## config.mk

```make
export PLATFORM = sky130hd
export DESIGN_NAME = rf_write_arbiter
export DESIGN_NICKNAME = d
export VERILOG_FILES = /design/src/rtl/rf_write_arbiter.sv
export SDC_FILE = /design/constraint.sdc
export NUM_CORES = 1
export LEC_CHECK = 0
export ABC_AREA = 1
export CAP_MARGIN = 20
export CORE_ASPECT_RATIO = 1.25
export CORE_MARGIN = 1
export CORE_UTILIZATION = 30
export DETAILED_ROUTE_END_ITERATION = 16
export PLACE_DENSITY = 0.6
export SETUP_SLACK_MARGIN = 0.1
export SLEW_MARGIN = 30
export SYNTH_ARGS = -nofsm -noshare
export SYNTH_HDL_FRONTEND = slang
export SYNTH_SLANG_ARGS = --single-unit
```

## constraint.sdc

```tcl
create_clock -name clk -period 2.1 [get_ports clk]
set_clock_uncertainty 0.15 [all_clocks]
set_input_delay 0.315 -clock clk [delete_from_list [all_inputs] [get_ports clk]]
set_output_delay 0.315 -clock clk [all_outputs]
set_load 0.01 [all_outputs]
```

## src/rtl/rf_write_arbiter.sv

```systemverilog
// Round-robin arbitrated write port into a small register bank with a combinational read port.
// Define RF_WR_LOCK_EN to enable burst locking; the default build ignores the lock input.
module rf_write_arbiter #(
    parameter int NREQ = 4,
    parameter int DW   = 8,
    parameter int AW   = 3
) (
    input  logic                 clk,
    input  logic                 reset,
    input  logic [NREQ-1:0]      req,
    input  logic [NREQ-1:0]      lock,
    input  logic [NREQ*AW-1:0]   waddr,
    input  logic [NREQ*DW-1:0]   wdata,
    input  logic [AW-1:0]        raddr,
    output logic [DW-1:0]        rdata,
    output logic [NREQ-1:0]      ack,
    output logic [1:0]           gnt_id,
    output logic                 busy
);

    localparam int unsigned DEPTH = 1 << AW;
    localparam int          IW    = 2;

    logic [DW-1:0]   bank_q [DEPTH];
    logic [DW-1:0]   bank_d [DEPTH];
    logic [NREQ-1:0] ack_q, ack_d;
    logic [IW-1:0]   gnt_q, gnt_d;
    logic [IW-1:0]   rr_q, rr_d;
    logic            busy_q, busy_d;

    logic [AW-1:0]   waddr_a [NREQ];
    logic [DW-1:0]   wdata_a [NREQ];
    logic [NREQ-1:0] eligible;
    logic            win_vld;
    logic [IW-1:0]   win_idx;
    logic [IW-1:0]   idx;

`ifdef RF_WR_LOCK_EN
    typedef enum logic {ARB, LOCKED} state_t;
    state_t          state_q, state_d;
    logic [IW-1:0]   owner_q, owner_d;
    logic            lock_hold;
`else
    logic            unused_lock;
    assign unused_lock = ^lock;
`endif

    always_comb begin
        for (int unsigned i = 0; i < NREQ; i++) begin
            waddr_a[i] = waddr[i*AW +: AW];
            wdata_a[i] = wdata[i*DW +: DW];
        end
    end

    always_comb begin
        eligible = req & ~ack_q;
        win_vld  = 1'b0;
        win_idx  = '0;
        idx      = '0;
        ack_d    = '0;
        busy_d   = 1'b0;
        gnt_d    = gnt_q;
        rr_d     = rr_q;
        bank_d   = bank_q;
`ifdef RF_WR_LOCK_EN
        state_d   = state_q;
        owner_d   = owner_q;
        lock_hold = 1'b0;
        // A burst that is ending hands over via ordinary arbitration, owner excluded.
        if (state_q == LOCKED) begin
            if (req[owner_q] && lock[owner_q]) begin
                lock_hold = 1'b1;
                win_vld   = 1'b1;
                win_idx   = owner_q;
            end else begin
                eligible[owner_q] = 1'b0;
                state_d           = ARB;
            end
        end
        if (!lock_hold) begin
`endif
            for (int unsigned k = 0; k < NREQ; k++) begin
                idx = rr_q + IW'(k);
                if (!win_vld && eligible[idx]) begin
                    win_vld = 1'b1;
                    win_idx = idx;
                end
            end
`ifdef RF_WR_LOCK_EN
            if (win_vld && lock[win_idx]) begin
                state_d = LOCKED;
                owner_d = win_idx;
            end
        end
`endif
        if (win_vld) begin
            bank_d[waddr_a[win_idx]] = wdata_a[win_idx];
            ack_d[win_idx]           = 1'b1;
            gnt_d                    = win_idx;
            rr_d                     = win_idx + 1'b1;
            busy_d                   = 1'b1;
        end
    end

    always_ff @(posedge clk) begin
        if (reset) begin
            for (int unsigned i = 0; i < DEPTH; i++) begin
                bank_q[i] <= '0;
            end
            ack_q   <= '0;
            gnt_q   <= '0;
            rr_q    <= '0;
            busy_q  <= 1'b0;
`ifdef RF_WR_LOCK_EN
            state_q <= ARB;
            owner_q <= '0;
`endif
        end else begin
            bank_q  <= bank_d;
            ack_q   <= ack_d;
            gnt_q   <= gnt_d;
            rr_q    <= rr_d;
            busy_q  <= busy_d;
`ifdef RF_WR_LOCK_EN
            state_q <= state_d;
            owner_q <= owner_d;
`endif
        end
    end

    assign rdata  = bank_q[raddr];
    assign ack    = ack_q;
    assign gnt_id = gnt_q;
    assign busy   = busy_q;

endmodule

```

==> results by group <==
Clocking
  • Clock buffers created by TritonCTS: 9
  • CTS Buffer Depth: 2
  • Clk Tree Root Cell: clkbuf_16
  • Max H-tree Level: 3
  • Hold-fix buffers at CTS: 0
  • Clk_lat worst skew: between 300 and 400 ps
  • CTS clock-pin slew for the worst setup and hold paths: 60 ps
  • Clk sinks: 73
  • CTS tree: done

Route
  • Total routed wirelength: 13,700 um
  • Post-DRT Antenna Nets: 0
  • Vias per cell: 4.63
  • Drt drc: 0
  • WL/cell: 13.8 um
  • DRT iter0 DRCs: 304
  • Via count: 4,591
  • Drt first pass iters: 5

Floorplanning
  • Io pins: 72
  • Std-Cell Rows: 50
  • Initial core utilization: 0.307
  • CORE AREA: 15,000 um2
  • Total die area: 15,800 um2
  • Die H: 140 um
  • Chip width: approximately 110 um

Hold path
  • Hold Crit Depth: 2
  • Hold Crit Class: reg2reg

Status
  • Failing checks: negative setup slack
  • Status: finished, violations left

Synthesis
  • Most instantiated cells after synthesis: nand2_1, nor2_1, inv_1, dfxtp_1, o21ai_0
  • Syn. warnings: 0
  • Yosys top cell area share: 0.319
  • Synthesized net count: 761
  • Synth Flop Type: dfxtp_1
  • Top cells by area, synth: dfxtp_1, nand2_1, nor2_1
  • Synth Cell Area: 4590 um2
  • Seq/Total Area, Yosys: 0.319
  • Syn avg cell area: between 6 and 7 um2
  • Synth cell types: 34
  • Yosys reg bits: 73
  • Gate Count Post-Synth: 700
  • Count leader, synth: nand2_1
  • EDFF count, synth: 0
  • Async S/R FF share, synth: 0
  • Most area-hungry cell type in the Yosys netlist: dfxtp_1

STA
  • Crit share post-route: 1.14
  • RSZ-0062 raised after global routing: yes
  • Slew HR: 0.790
  • Max Slew Vio Count: 0
  • Final setup viols: just under 70
  • Hold Violations, Final: 0
  • Final hold slack: 318 ps
  • F_max: 420 MHz
  • Final worst slack: -284 ps
  • Final Critical Period: 2380 ps
  • Slew @ Worst Pin: 314 ps

Global route
  • Vias in the first global route: 4,326
  • Remaining global-route overflow: 0
  • Antenna violations before repair: 0
  • Largest net degree at the start of global routing: 65
  • First-pass GRT wire length: approximately 22,000 um
  • GRT Total Usage: 0.180

Layout
  • Final non-filler cell total: 991
  • Fillers: roughly 1,400
  • Final Instance Area: 6580 um2
  • Layout cells sized above 1: 0.244
  • Ant diodes: 0
  • Synth-to-Final Area Change: 43.3%
  • Layout Nets: 865

Worst setup path
  • Crit path DAT: 2500 ps
  • Cell Chain, Critical Path: inv_8, nand3_4, nand2_4, o21ai_4, nand2_1, nand2_2, nand2_4, nand2_8, buf_12, nand2_2, nand3_2, nand2_4, nor2_8, buf_12, nand2_8, nand2_1, nand2_1, nor2_1
  • Register-to-Register Path Depth: 18
  • Worst setup EP type: flip-flop
  • Slowest stage delay, CP: about 430 ps
  • Critical path data required time: 2220 ps
  • Crit-path slowest cell: dfxtp_4
  • Crit Path Category: reg2reg
  • Critical Path Fanout Max: 10
  • Startpoint Class: flip-flop

Place
  • Post-DP HPWL: 8720 um
  • Port bufs: 67
  • Dpl cells: between 900 and 1,000
  • Final Wtd Congestion: 0.799
  • Post-DP Area: about 5700 um2

Flow run
  • Maxcap violations: 0
-- cell usage in the layout, fill, tap and decap left out, types with 21 or more instances in the layout --
cell type / netlist / routed
buf_4: 0 / 23
nand3_2: 13 / 21
clkdlybuf4s50_1: 0 / 54
nor2_1: 151 / 141
nand2_2: 15 / 26
inv_1: 89 / 86
o21ai_0: 32 / 21
dfxtp_1: 73 / 71
buf_12: 1 / 22
a21oi_1: 27 / 25
nand2_1: 170 / 155
-- path summary, 6_finish.rpt --
path                            slack (ps)         end       from
worst max-delay path                  -280  bank_q[45]    rr_q[0]
worst max register to register        -280  bank_q[45]    rr_q[0]
worst min-delay path                   320   gnt_id[0]  gnt_id[0]
worst min register to register         320   gnt_id[0]  gnt_id[0]
-- critical path, delay by kind of cell (launching register included) --
family	cells	cell delay [ps]
compound gates	1	220
buf+inv	3	370
flops	1	430
simple gates	14	1140
-- cells by family after synthesis --
group                    after synthesis  synth area share
AND/OR/NAND/NOR                      396             0.400
buffers and inverters                129             0.135
AO/OA/AOI/OAI                         98             0.136
flip-flops                            73             0.319
adder cells (fa/ha/maj)                4            0.0109
-- metrics by stage --
| step | setup slack (ps) | util | setup TNS, ps |
|---|---|---|---|
| 5_1_grt | -448 | 0.440 | -25990 |
| 3_3_place_gp | -640 | 0.384 | -45010 |
| 3_5_place_dp | -639 | 0.384 | -45180 |
| 6_report | -284 | 0.440 | -15690 |
| 4_1_cts | -273 | 0.433 | -15600 |
| 2_1_floorplan | -89.8 | - | -5660 |
-- final cells by class --
class,count,area [um2],area share
Tap cell,182,228,0.0346
Multi-Input combinational cell,504,2810,0.428
Inverter,94,377,0.0573
Clock inverter,4,51.3,0.00780
Timing Repair Buffer,122,1380,0.210
Clock buffer,12,256,0.0390
Sequential cell,73,1470,0.223
-- state kept, by name, summed over array words and instances, names as in the netlist --
register	flops
bank_q	64
ack	4
gnt_id	2
rr_q	2
busy	1
-- timing repair --
item                                    in CTS  in global routing
resized for setup                           88                 30
buffers inserted                            15                  3
endpoints found under the setup margin      79                 76
gates cloned                                 7                  1
pin swaps                                   20                 10
-- layer usage --
layer / vias up / wire [um] / GRT usage
met5: - / 0 / 0
met4: 0 / 266 / 0.0786
met3: 26 / 680 / 0.0268
met2: 124 / 7000 / 0.313
met1: 2062 / 5740 / 0.218
li1: 2379 / - / -
Power is left out: the tool's default activity adds up to more than one toggle a clock period on the data nets, which glitch-free logic cannot reach.
